$ cat src/rtl/ioctl_upload_reader_pkg.sv
// Shared types for the HPS upload reader: FSM states, region table entries and
// the helper that turns a region entry into its size in bytes.
package ioctl_upload_reader_pkg;

    localparam int RAM_AW_DEFAULT = 11;
    localparam int RAM_AW_MAX     = 16;
    localparam int OFF_W          = 25;

    typedef enum logic [2:0] {
        S_IDLE       = 3'd0,
        S_PAUSE_WAIT = 3'd1,
        S_READY      = 3'd2,
        S_RD_ISSUE   = 3'd3,
        S_RD_CAP     = 3'd4,
        S_RELEASE    = 3'd5
    } state_e;

    // start is stored at the widest supported RAM width; users take the low RAM_AW bits.
    typedef struct packed {
        logic [RAM_AW_MAX-1:0] start;
        logic [7:0]            len;
        logic                  valid;
    } region_t;

    localparam region_t REGION_RESET = '{start: {RAM_AW_MAX{1'b0}}, len: 8'h00, valid: 1'b0};

    // An unwritten region contributes no bytes to the upload stream.
    function automatic logic [8:0] region_size(input logic valid, input logic [7:0] len);
        logic [8:0] size;
        if (valid) begin
            size = {1'b0, len} + 9'd1;
        end else begin
            size = 9'd0;
        end
        return size;
    endfunction

endpackage

$ cat src/rtl/ioctl_region_map.sv
// Combinational map from a linear upload offset to a work-RAM byte address,
// walking region0 then region1; address sums wrap at the RAM size.
module ioctl_region_map
    import ioctl_upload_reader_pkg::*;
#(
    parameter int RAM_AW = RAM_AW_DEFAULT
) (
    input  logic [RAM_AW-1:0] start0_i,
    input  logic [7:0]        len0_i,
    input  logic              valid0_i,
    input  logic [RAM_AW-1:0] start1_i,
    input  logic [7:0]        len1_i,
    input  logic              valid1_i,
    input  logic [OFF_W-1:0]  offset_i,
    output logic              hit_o,
    output logic [RAM_AW-1:0] addr_o
);

    logic [8:0]       size0_s;
    logic [8:0]       size1_s;
    logic [OFF_W-1:0] rel1_s;
    logic             in0_s;
    logic             in1_s;

    // Region select and address sum for the requested offset.
    always_comb begin
        size0_s = region_size(valid0_i, len0_i);
        size1_s = region_size(valid1_i, len1_i);
        rel1_s  = offset_i - {16'd0, size0_s};
        in0_s   = (offset_i < {16'd0, size0_s});
        in1_s   = !in0_s && (rel1_s < {16'd0, size1_s});
        hit_o   = in0_s | in1_s;
        if (in0_s) begin
            addr_o = start0_i + offset_i[RAM_AW-1:0];
        end else if (in1_s) begin
            addr_o = start1_i + rel1_s[RAM_AW-1:0];
        end else begin
            addr_o = {RAM_AW{1'b0}};
        end
    end

endmodule

$ cat src/rtl/ioctl_upload_reader.sv
// Serves HPS upload byte reads from a two-region table in CPU work RAM,
// pausing the CPU for the duration of the upload.
module ioctl_upload_reader
    import ioctl_upload_reader_pkg::*;
#(
    parameter int RAM_AW = RAM_AW_DEFAULT,
    parameter int NREG   = 2
) (
    input  logic              clk_sys,
    input  logic              reset_n,
    input  logic              cfg_wr,
    input  logic              cfg_idx,
    input  logic [RAM_AW-1:0] cfg_start,
    input  logic [7:0]        cfg_len,
    input  logic              save_trigger,
    output logic              upload_req,
    input  logic              ioctl_upload,
    input  logic              ioctl_rd,
    input  logic [24:0]       ioctl_addr,
    output logic [7:0]        ioctl_din,
    output logic              pause_req,
    input  logic              paused,
    output logic              ram_rd,
    output logic [RAM_AW-1:0] ram_addr,
    input  logic [7:0]        ram_dout,
    output logic              configured
);

    state_e            state_q, state_d;
    logic              upload_q;
    logic              pend_q, pend_d;
    logic [OFF_W-1:0]  pend_addr_q, pend_addr_d;
    logic              miss_q, miss_d;
    logic              ram_rd_q, ram_rd_d;
    logic [RAM_AW-1:0] ram_addr_q, ram_addr_d;
    logic [7:0]        din_q, din_d;
    logic              pause_q, pause_d;
    logic              upload_req_q, upload_req_d;
    logic              configured_q, configured_d;
    region_t           region0_q, region0_d;
    region_t           region1_q, region1_d;

    region_t           cfg_entry_s;
    logic [NREG-1:0]   region_valid_s;
    logic              serve_s;
    logic [OFF_W-1:0]  serve_addr_s;
    logic              map_hit_s;
    logic [RAM_AW-1:0] map_addr_s;
    logic              unused_start_s;

    assign cfg_entry_s    = '{start: RAM_AW_MAX'(cfg_start), len: cfg_len, valid: 1'b1};
    assign region_valid_s = {region1_d.valid, region0_d.valid};
    assign configured_d   = |region_valid_s;
    // A held read is older than one arriving now, so it is served first.
    assign serve_s        = pend_q | ioctl_rd;
    assign serve_addr_s   = pend_q ? pend_addr_q : ioctl_addr;
    assign pause_d        = (state_d == S_PAUSE_WAIT) || (state_d == S_READY) ||
                            (state_d == S_RD_ISSUE)   || (state_d == S_RD_CAP);
    assign unused_start_s = ^{region0_q.start, region1_q.start};

    ioctl_region_map #(
        .RAM_AW (RAM_AW)
    ) u_map (
        .start0_i (region0_q.start[RAM_AW-1:0]),
        .len0_i   (region0_q.len),
        .valid0_i (region0_q.valid),
        .start1_i (region1_q.start[RAM_AW-1:0]),
        .len1_i   (region1_q.len),
        .valid1_i (region1_q.valid),
        .offset_i (serve_addr_s),
        .hit_o    (map_hit_s),
        .addr_o   (map_addr_s)
    );

    // Next-state logic: FSM, single-entry pending read slot, region table and output registers.
    always_comb begin
        state_d      = state_q;
        pend_d       = pend_q;
        pend_addr_d  = pend_addr_q;
        miss_d       = miss_q;
        ram_rd_d     = 1'b0;
        ram_addr_d   = ram_addr_q;
        din_d        = din_q;
        upload_req_d = 1'b0;
        region0_d    = region0_q;
        region1_d    = region1_q;

        case (state_q)
            S_IDLE: begin
                if (ioctl_rd) begin
                    pend_d      = 1'b1;
                    pend_addr_d = ioctl_addr;
                end else begin
                    pend_d      = pend_q;
                end
                if (cfg_wr) begin
                    if (cfg_idx) begin
                        region1_d = cfg_entry_s;
                    end else begin
                        region0_d = cfg_entry_s;
                    end
                end else begin
                    region0_d = region0_q;
                end
                // configured_q is the pre-write value, so a same-cycle first write cannot trigger.
                upload_req_d = save_trigger & configured_q & ~ioctl_upload;
                if (ioctl_upload && !upload_q) begin
                    state_d = S_PAUSE_WAIT;
                end else begin
                    state_d = S_IDLE;
                end
            end
            S_PAUSE_WAIT: begin
                if (ioctl_rd) begin
                    pend_d      = 1'b1;
                    pend_addr_d = ioctl_addr;
                end else begin
                    pend_d      = pend_q;
                end
                if (!ioctl_upload) begin
                    state_d = S_RELEASE;
                end else if (paused) begin
                    state_d = S_READY;
                end else begin
                    state_d = S_PAUSE_WAIT;
                end
            end
            S_READY: begin
                if (!ioctl_upload) begin
                    state_d = S_RELEASE;
                end else if (serve_s) begin
                    state_d     = S_RD_ISSUE;
                    pend_d      = pend_q & ioctl_rd;
                    pend_addr_d = ioctl_rd ? ioctl_addr : pend_addr_q;
                    if (map_hit_s && configured_q) begin
                        ram_rd_d   = 1'b1;
                        ram_addr_d = map_addr_s;
                        miss_d     = 1'b0;
                    end else begin
                        miss_d     = 1'b1;
                    end
                end else begin
                    state_d = S_READY;
                end
            end
            S_RD_ISSUE: begin
                if (ioctl_rd) begin
                    pend_d      = 1'b1;
                    pend_addr_d = ioctl_addr;
                end else begin
                    pend_d      = pend_q;
                end
                state_d = S_RD_CAP;
            end
            S_RD_CAP: begin
                if (ioctl_rd) begin
                    pend_d      = 1'b1;
                    pend_addr_d = ioctl_addr;
                end else begin
                    pend_d      = pend_q;
                end
                din_d = miss_q ? 8'h00 : ram_dout;
                if (ioctl_upload) begin
                    state_d = S_READY;
                end else begin
                    state_d = S_RELEASE;
                end
            end
            S_RELEASE: begin
                pend_d  = 1'b0;
                state_d = S_IDLE;
            end
            default: begin
                pend_d  = 1'b0;
                state_d = S_IDLE;
            end
        endcase
    end

    // State and output registers; reset also drops pause_req without waiting for a clock.
    always_ff @(posedge clk_sys or negedge reset_n) begin
        if (!reset_n) begin
            state_q      <= S_IDLE;
            upload_q     <= 1'b0;
            pend_q       <= 1'b0;
            pend_addr_q  <= {OFF_W{1'b0}};
            miss_q       <= 1'b0;
            ram_rd_q     <= 1'b0;
            ram_addr_q   <= {RAM_AW{1'b0}};
            din_q        <= 8'h00;
            pause_q      <= 1'b0;
            upload_req_q <= 1'b0;
            configured_q <= 1'b0;
            region0_q    <= REGION_RESET;
            region1_q    <= REGION_RESET;
        end else begin
            state_q      <= state_d;
            upload_q     <= ioctl_upload;
            pend_q       <= pend_d;
            pend_addr_q  <= pend_addr_d;
            miss_q       <= miss_d;
            ram_rd_q     <= ram_rd_d;
            ram_addr_q   <= ram_addr_d;
            din_q        <= din_d;
            pause_q      <= pause_d;
            upload_req_q <= upload_req_d;
            configured_q <= configured_d;
            region0_q    <= region0_d;
            region1_q    <= region1_d;
        end
    end

    assign upload_req = upload_req_q;
    assign ioctl_din  = din_q;
    assign pause_req  = pause_q;
    assign ram_rd     = ram_rd_q;
    assign ram_addr   = ram_addr_q;
    assign configured = configured_q;

endmodule

$ cat config.mk
export PLATFORM = sky130hd
export DESIGN_NAME = ioctl_upload_reader
export DESIGN_NICKNAME = d
export VERILOG_FILES = /design/src/rtl/ioctl_upload_reader_pkg.sv /design/src/rtl/ioctl_region_map.sv /design/src/rtl/ioctl_upload_reader.sv
export SDC_FILE = /design/constraint.sdc
export NUM_CORES = 1
export LEC_CHECK = 0
export BUFFER_PORTS_ARGS = -buffer_cell sky130_fd_sc_hd__buf_2
export CELL_PAD_IN_SITES_DETAIL_PLACEMENT = 1
export CELL_PAD_IN_SITES_GLOBAL_PLACEMENT = 1
export CORE_MARGIN = 4
export CORE_UTILIZATION = 41
export CTS_CLUSTER_SIZE = 14
export DETAILED_ROUTE_END_ITERATION = 6
export PLACE_DENSITY = 0.86
export SYNTH_ARGS = -nofsm -noshare
export SYNTH_HDL_FRONTEND = slang
export SYNTH_SLANG_ARGS = --single-unit
$ cat constraint.sdc
create_clock -name clk_sys -period 4.7 [get_ports clk_sys]
set_clock_uncertainty 0.1 [all_clocks]
set_input_delay 1.41 -clock clk_sys [delete_from_list [all_inputs] [get_ports clk_sys]]
set_output_delay 1.41 -clock clk_sys [all_outputs]
set_load 0.01 [all_outputs]
==> results.toml, run 1 <==
[yosys]
synthArstFlopShare_pct = 100
synth_top_area_share_pct = 39.4
avgSynthCellArea_um2 = 10.4
yosys.area_share.simple_pct = 13.8
synth_most_common_cell = "dfrtp_1"
ys_ff_latch = 94
ys.flop_type = "dfrtp_1"
seq_area_frac_synth_pct = 39.4
synth_cell_types = 58
synthesis.area_um2 = 5980
synth.area.top_cells = "dfrtp_1 (39%), mux2_2 (14%), ha_1 (8.2%)"
synth_xor_area_share_pct = 5.86
synth_top_cells_by_count = "dfrtp_1 (94), mux2_2 (75), ha_1 (39)"
syn_nets = 676
synth_warnings = 0
synthAdderAreaFrac_pct = 9.17
synth_compound_area_share_pct = 12.7
synth_top_family_by_area = "multiplexers"
muxShareOfSynthArea_pct = 16.0
syn-instance-count = 574
yosys.area.top_type = "dfrtp_1"
synth_edf_count = 0

[critical_path]
crit_fanout = 4
r2r-start = "pend_q$_DFFE_PN0P_"
critical-path-slowest-cell = "fa_2"
cp-end-kind = "flop"
path_class = "in -> reg"
worst-path-buf-inv = 3
max_stage_delay_ns = 0.43
critical_path.cell_chain = "buf_8 -> mux2i_4 -> ha_2 -> inv_2 -> fa_2 -> a21oi_4 -> o21ai_2 -> a21oi_2 -> xnor2_2 -> ha_1 -> a21oi_2 -> nor2b_1 -> o21ai_1 -> and4_1 -> o2111ai_2 -> nor4_4 -> buf_4 -> nor3b_2 -> a211o_1"
startpoint = "ioctl_addr[0]"
worst_path_most_repeated_cell = "a21oi_2"
critical_path_required_ns = 4.84
crit_cells = 19
r2r_cells = 18
cpLargestDelayFamily = "compound AO/OA/AOI/OAI gates"
crit_arrival_ns = 4.82
cp-start-kind = "input port"

[drt]
antenna_left = 0
drc = 0
routed_wl_mm = 18.5
avgViaCountPerCell = 5.74
vias = 5031
wire_per_inst_um = 21.2
drt_first_pass_iters = 4
drtIter0Drc = 277

[clock_tree]
cts_root_buffer = "clkbuf_16"
cts_buffers = 9
cts_tree = "done"
clk_pin_slew_ns = 0.06
worstSkewPairLatency_ns = 0.35
hold_buffers = 0
clock_tree.buffer_depth = 2
htreeDepth = 3
clock-sinks = 94

[placement]
gp_congestion = 0.872
dp_hpwl_mm = 13.7
portBuffers = 82
dpl_cell_area_um2 = 6840
pre_cts_ws_ns = -0.402

[timing]
finalHoldViolCount = 0
fmax_mhz = 214
finalSetupViolations = 0
worst_slew_pin_slew_ns = 1.04
rsz0062_at_grt = "yes"
slew_violations = 0
setup_slack_ns = 0.0184
min_period_over_period_pct = 99.6
fin_crit_ns = 4.68
slew_headroom_pct = 30.4

[grt]
grt_pass1_vias = 5551
grt_max_degree = 78
grt_pass1_wl_mm = 28.8
antenna_found_initial = 0
grt-ovfl-total = 0
grt_use_total_pct = 21.8

[cells_and_area]
nets = 794
fin_area_um2 = 7290
areaGrowthSynthToFinish_pct = 22.0
n_fill_cell = 1611
final_util_pct = 51.7
drive_gt1_share_pct = 34.8
n_antenna_cell = 0

[hold_path]
min_from = "ioctl_din[5]$_DFFE_PN0N_"
min_path_cells = 2
hold_path_class = "reg -> reg"

[die]
die_x_um = 129
fp.coreArea_um2 = 14100
die_h_um = 129
initial_core_util_pct = 42.4
ios = 83
die_area_um2 = 16600
rows = 43

[job]
maxCapViolations = 0

[run_status]
status = "complete, no violations"
==> layout make-up <==
type	count	area (um^2)	share of cell area, %
Multi-Input combinational cell	432	3530	48.4
Sequential cell	94	2350	32.3
Timing Repair Buffer	126	769	10.6
Clock buffer	11	233	3.19
Tap cell	180	225	3.09
Inverter	29	109	1.49
Clock inverter	4	72.6	0.995
==> registers in the layout, indices dropped and copies added, names as in the netlist <==
register     flops
configured       1
pend_q           1
upload_req       1
state_q          3
region0_q       20
miss_q           1
upload_q         1
ram_addr        11
pause_req        1
ioctl_din        8
ram_rd           1
region1_q       20
pend_addr_q     25
==> worst min-delay path, cell delays in order, from the launching register on <==
cell     delay, ns
dfrtp_1       0.35
nand2_1       0.05
o21ai_0       0.06
==> routing by layer <==
metal / global-route usage [%] / vias up / routed length, um
li1: - / 2326 / -
met1: 26.1 / 2557 / 7430
met2: 39.1 / 115 / 9740
met3: 3.61 / 33 / 894
met4: 8.52 / 0 / 488
met5: 0 / - / 0
==> worst paths after layout <==
kind,endpoint,slack (ns)
worst max register to register,ram_addr[10]$_DFFE_PN0P_,0.23
worst min-delay path,ioctl_din[5]$_DFFE_PN0N_,0.40
min in group asynchronous,pend_addr_q[6]$_DFFE_PN0P_,1.13
worst min register to register,ioctl_din[5]$_DFFE_PN0N_,0.40
worst max-delay path,ram_addr[10]$_DFFE_PN0P_,0.02
max in group asynchronous,region0_q[0]$_DFF_PN0_,2.49
==> layout by cell type, fill, tap and decap left out, types with 4 or more instances in the layout <==
cell type / synthesis / layout
a22oi_1: 8 / 8
clkbuf_16: 0 / 9
nand3b_1: 4 / 4
o22ai_1: 4 / 4
mux2_2: 75 / 75
ha_1: 39 / 37
inv_1: 28 / 26
nand3_1: 8 / 8
nand2b_1: 17 / 17
o21ai_1: 9 / 11
o211a_1: 4 / 4
xor2_1: 14 / 14
a21o_1: 7 / 7
xnor2_1: 26 / 25
nor3b_1: 5 / 4
nor3_1: 12 / 12
o21ai_0: 21 / 17
nand2_1: 37 / 37
nor2b_1: 10 / 9
o21bai_1: 5 / 4
and3_1: 6 / 6
mux2i_1: 11 / 9
or2_2: 7 / 7
nor2_1: 19 / 19
dfrtp_1: 94 / 94
nand4_1: 4 / 4
nor4b_1: 4 / 4
buf_4: 2 / 43
a21oi_1: 21 / 18
buf_2: 4 / 80
a31oi_1: 7 / 7
nor4_1: 8 / 8
==> cells by family after synthesis <==
group                      after synthesis
adders and majority gates               42
muxes                                   86
AOI/OAI and AO/OA                      114
buffers and inverters                   48
DFF                                     94
xor gates and xnor gates                40
and+or+nand+nor                        150
==> stage by stage <==
stage | hold WS, ns | cells | TNS [ns]
after CTS | 0.402 | 871 | 0
after detailed placement | 0.388 | 856 | -4.28
final | 0.395 | 876 | 0
after global routing | 0.416 | 876 | -0.286
after floorplan | 0.337 | 574 | 0
after global placement | 0.359 | 856 | -1.94
==> what timing repair did <==
| action | CTS | global route |
|---|---|---|
| gates resized for setup | 1 | 26 |
| setup endpoints to repair | 2 | 13 |
| pin swaps | 0 | 17 |
| cloned | 0 | 0 |
| buffers inserted | 0 | 5 |
Power of run 1 is not shown: default switching activity piles up to over one toggle a cycle in this logic, so the estimate is an artifact.
==> run 2, diff against run 1 <==
- CAP_MARGIN: unset -> 10
- PLACE_DENSITY: 0.86 -> 0.78
==> run 2 against run 1 <==
Effect of this change:
- register-to-register slack better by 0.25 ns
- cell area is 0.98% lower
- critical path type unchanged
- worst hold slack improved by 0.00074 ns
- critical path depth down 4
- utilization is 0.51 points lower
- via count down 2.4%
- flip-flop and latch count did not move
- critical endpoint unchanged
- maximum frequency is 4.5% higher
==> results.toml, run 2 (synthesis results as in run 1) <==
[drt]
vias = 4912
avgViaCountPerCell = 5.62
drc = 0
drtIter0Drc = 128
antenna_left = 0
drt_first_pass_iters = 4
routed_wl_mm = 17.3
wire_per_inst_um = 19.8

[die]
die_area_um2 = 16600
die_x_um = 129
rows = 43
die_h_um = 129
initial_core_util_pct = 42.4
fp.coreArea_um2 = 14100
ios = 83

[placement]
gp_congestion = 0.861
portBuffers = 82
dp_hpwl_mm = 13.2
dpl.cell_count = 856
pre_cts_ws_ns = -0.418
dpl_cell_area_um2 = 6830

[cells_and_area]
fin_cells = 874
multi_input_area_um2 = 3520
areaGrowthSynthToFinish_pct = 20.8
largest_register = "pend_addr_q"
n_antenna_cell = 0
final_common_cell = "dfrtp_1"
final_cell_mix = "dfrtp_1 (94), buf_2 (81), mux2_2 (75)"
fin_area_um2 = 7220
largest_reg_flops = 25
reg_top3 = "pend_addr_q: 25 flops, region0_q: 20 flops, region1_q: 20 flops"
n_fill_cell = 1588
seq_area_um2 = 2350
drive_gt1_share_pct = 34.3
nets = 792

[timing]
finalSetupViolations = 0
worst_slew_pin_slew_ns = 0.879
rsz0062_at_grt = "no"
slew_violations = 0
setup_slack_ns = 0.220
min_period_over_period_pct = 95.3
fin_crit_ns = 4.48
slew_headroom_pct = 41.4
finalHoldViolCount = 0
fmax_mhz = 223

[job]
maxCapViolations = 0

[critical_path]
max_stage_delay_ns = 0.45
critical_path_required_ns = 4.84
critical-path-slowest-cell = "a2111o_1"
crit_arrival_ns = 4.62
crit_fanout = 4
worst-r2r-setup-slack_ns = 0.48
cp-start-kind = "input port"
path_class = "in -> reg"
critical_path.cell_chain = "buf_2 -> mux2_2 -> ha_4 -> a2111o_1 -> o21bai_2 -> a31oi_2 -> xnor2_1 -> ha_1 -> o21ai_1 -> and4_1 -> o2111ai_2 -> nor4_4 -> buf_4 -> nor3b_1 -> a211o_1"
cp-end-kind = "flop"

[clock_tree]
worstSkewPairLatency_ns = 0.35
clock_tree.buffer_depth = 2
cts_buffers = 9
clock-sinks = 94
htreeDepth = 3
cts_root_buffer = "clkbuf_16"
clk_pin_slew_ns = 0.06
cts_tree = "done"

[grt]
grt-ovfl-total = 0
grt_pass1_wl_mm = 28.2
grt_use_total_pct = 21.5
antenna_found_initial = 0
grt_pass1_vias = 5420
grt_max_degree = 66

[hold_path]
hold_path_class = "reg -> reg"

[run_status]
status = "complete, no violations"
## run 2: cell count changes in the layout (fill, tap and decap cells not counted), sizes merged
cell | before | now
bufinv | 2 | 0
clkbuf | 11 | 15
buf | 126 | 124
clkinv | 1 | 0
clkinvlp | 1 | 0
## run 2: layout make-up
class | count | share of cell area, %
tap | 180 | 3.12
sequential | 94 | 32.6
inverter | 29 | 1.51
multi-input combinational | 432 | 48.7
clock buffer | 15 | 3.99
timing repair buffer | 124 | 10.1
## run 2: per-layer routing
metal | track usage [%] | up-vias | wire length, um
met3 | 4.11 | 26 | 640
li1 | - | 2314 | -
met4 | 6.79 | 0 | 340
met5 | 0 | - | 0
met2 | 38.4 | 101 | 8970
met1 | 26.1 | 2471 | 7320
## run 2: stage by stage
stage | setup TNS (ns) | util [%] | hold slack, ns
floorplan | 0 | - | 0.337
global placement | -1.49 | 48.5 | 0.358
detailed placement | -4.73 | 48.5 | 0.382
CTS | 0 | 50.8 | 0.397
global route | 0 | 51.2 | 0.414
finish | 0 | 51.2 | 0.396
## run 2: critical path, delay by kind of cell
kind | cells | cell delay, ns
AO/OA/AOI/OAI | 6 | 1.35
adder cells (fa/ha/maj) | 2 | 0.56
AND/OR/NAND/NOR | 3 | 0.49
multiplexers | 1 | 0.31
buffers and inverters | 2 | 0.30
XOR/XNOR | 1 | 0.18
## run 2: worst paths after layout
kind,start,to,depth (start not counted)
max,ioctl_addr[4],ram_addr[10]$_DFFE_PN0P_,15
min,ioctl_din[5]$_DFFE_PN0N_,ioctl_din[5]$_DFFE_PN0N_,2
max reg2reg,pend_q$_DFFE_PN0P_,ram_addr[10]$_DFFE_PN0P_,12
min reg2reg,ioctl_din[5]$_DFFE_PN0N_,ioctl_din[5]$_DFFE_PN0N_,2
max in group asynchronous,reset_n,region1_q[6]$_DFFE_PN0P_,2
min in group asynchronous,reset_n,pend_addr_q[6]$_DFFE_PN0P_,1
## run 2: timing repair
action	4_1_cts	5_1_grt
endpoints found under the setup margin	11	12
endpoints found under the hold margin	0	0
hold buffers	0	0
pin swaps	8	12
resized for setup	8	10
buffers inserted	3	1
Power of run 2 is left out for the same reason.
==> run 3, diff against run 2 <==
- BUFFER_PORTS_ARGS: -buffer_cell sky130_fd_sc_hd__buf_2 -> unset
- CELL_PAD_IN_SITES_DETAIL_PLACEMENT: 1 -> unset
- CELL_PAD_IN_SITES_GLOBAL_PLACEMENT: 1 -> unset
- CORE_UTILIZATION: 41 -> 58
- DONT_BUFFER_PORTS: unset -> 1
- PLACE_DENSITY: 0.78 -> 0.77
- SLEW_MARGIN: unset -> 10
==> run 3 against run 2 <==
Effect of this change:
- maximum frequency rose by 0.53%
- register-to-register slack gained 0.03 ns
- global-route usage is 2.4 points higher
- cell area is 11% lower
- worst hold slack gained 0.014 ns
- first-iteration DRC count rose by 81%
- utilization increased by 14 points
- routed wire length down 21%
==> results.toml, run 3 (synthesis results as in run 1) <==
[clock_tree]
hold_buffers = 0
htreeDepth = 3
cts_buffers = 9
cts_root_buffer = "clkbuf_8"
clock_tree.buffer_depth = 2
clk_pin_slew_ns = 0.09
postCtsSetupBuffers = 0
clock-sinks = 94
cts_tree = "done"
worstSkewPairLatency_ns = 0.37
ctsResizeCount = 0

[timing]
finalSetupViolations = 0
setup_tns_ns = 0
slew_headroom_pct = 31.4
slew_violations = 0
fmax_mhz = 224
min_period_over_period_pct = 94.8
worst_slew_pin_slew_ns = 1.03
fin_crit_ns = 4.46
finalHoldViolCount = 0
rsz0062_at_grt = "no"

[critical_path]
worst-r2r-setup-slack_ns = 0.51
r2r_cells = 16
rr_endpoint = "ram_addr[9]$_DFFE_PN0P_"
cp-end-kind = "flop"
cp-start-kind = "input port"
r2r-start = "pend_q$_DFFE_PN0P_"
crit_fanout = 3
path_class = "in -> reg"
crit_arrival_ns = 4.62
critical_path_required_ns = 4.86

[drt]
routed_wl_mm = 13.6
drt_first_pass_iters = 4
drtIter0Drc = 232
avgViaCountPerCell = 6.09
wire_per_inst_um = 18.7
vias = 4416
antenna_left = 0
drc = 0

[cells_and_area]
final_cell_mix = "dfrtp_1 (94), mux2_2 (75), ha_1 (39)"
n_antenna_cell = 0
reg_top3 = "pend_addr_q: 25 flops, region0_q: 20 flops, region1_q: 20 flops"
final_common_cell = "dfrtp_1"
areaGrowthSynthToFinish_pct = 7.56
largest_register = "pend_addr_q"
largest_reg_flops = 25
n_fill_cell = 806
final_util_pct = 64.9
nets = 689
drive_gt1_share_pct = 20.8

[hold_path]
hold_path_class = "reg -> reg"
min_to = "pend_addr_q[3]$_DFFE_PN0P_"
min_path_cells = 1
min_from = "pend_addr_q[3]$_DFFE_PN0P_"

[die]
rows = 36
die_h_um = 110
die_area_um2 = 12000
initial_core_util_pct = 60.3
die_x_um = 110
ios = 83
fp.coreArea_um2 = 9910

[grt]
grt_use_total_pct = 23.9
antenna_found_initial = 0
grt_pass1_wl_mm = 22.2
grt_pass1_vias = 4532
grt_max_degree = 95
grt-ovfl-total = 0

[placement]
gp_congestion = 0.878
dp_hpwl_mm = 10.5
portBuffers = 0

[run_status]
status = "complete, no violations"

[job]
maxCapViolations = 0
==> run 3: changes by cell type in the layout (fill, tap and decap cells not counted), sizes merged <==
| cell | change |
|---|---|
| clkbuf | -1 |
| buf | -103 |
| clkinvlp | +2 |
==> run 3: final cells by class <==
type	instances	area [um^2]	share of cell area (%)
Sequential cell	94	2350	36.6
Clock buffer	14	173	2.69
Clock inverter	2	15.0	0.234
Timing Repair Buffer	21	170	2.65
Inverter	29	109	1.69
Multi-Input combinational cell	432	3440	53.6
Tap cell	133	166	2.59
==> run 3: worst max-delay path by stage <==
stage,from,endpoint,slack [ns],cells past startpoint
global route,ioctl_addr[0],ram_addr[2]$_DFFE_PN0P_,0.001,18
floorplan,pend_q$_DFFE_PN0P_,ram_addr[2]$_DFFE_PN0P_,0.04,21
CTS,ioctl_addr[1],ram_addr[9]$_DFFE_PN0P_,0.26,16
global placement,ioctl_addr[0],ram_addr[10]$_DFFE_PN0P_,0.002,18
detailed placement,ioctl_addr[1],ram_addr[9]$_DFFE_PN0P_,-0.14,16
finish,ioctl_addr[1],ram_addr[9]$_DFFE_PN0P_,0.24,17
==> run 3: worst max-delay path, cell delays in order <==
cell	delay, ns
mux2i_1	0.21
inv_1	0.15
fa_1	0.46
a21oi_1	0.19
o21ai_0	0.11
a21oi_1	0.18
xnor2_1	0.17
ha_1	0.28
a21oi_1	0.14
nor2b_1	0.06
o21ai_0	0.17
and4_1	0.22
o2111ai_1	0.15
nor4_4	0.25
buf_4	0.17
nor3b_1	0.04
a211o_1	0.24
==> run 3: per-layer routing <==
layer	part of all wire (%)	vias to the layer above	global-route usage [%]
li1	-	2115	-
met1	42	2142	29.5
met2	49	127	40.1
met3	6.8	32	5.75
met4	2.6	0	9.71
met5	0	-	0
==> run 3: through the flow <==
step | hold slack (ns) | area [um^2] | cells | setup WS, ns
4_1_cts | 0.410 | 6420 | 725 | 0.263
3_5_place_dp | 0.390 | 6240 | 709 | -0.141
2_1_floorplan | 0.337 | 5980 | 574 | 0.0434
5_1_grt | 0.426 | 6430 | 725 | 0.00109
3_3_place_gp | 0.381 | 6240 | 709 | 0.00220
6_report | 0.410 | 6430 | 725 | 0.243
Power of run 3 is left out for the same reason.
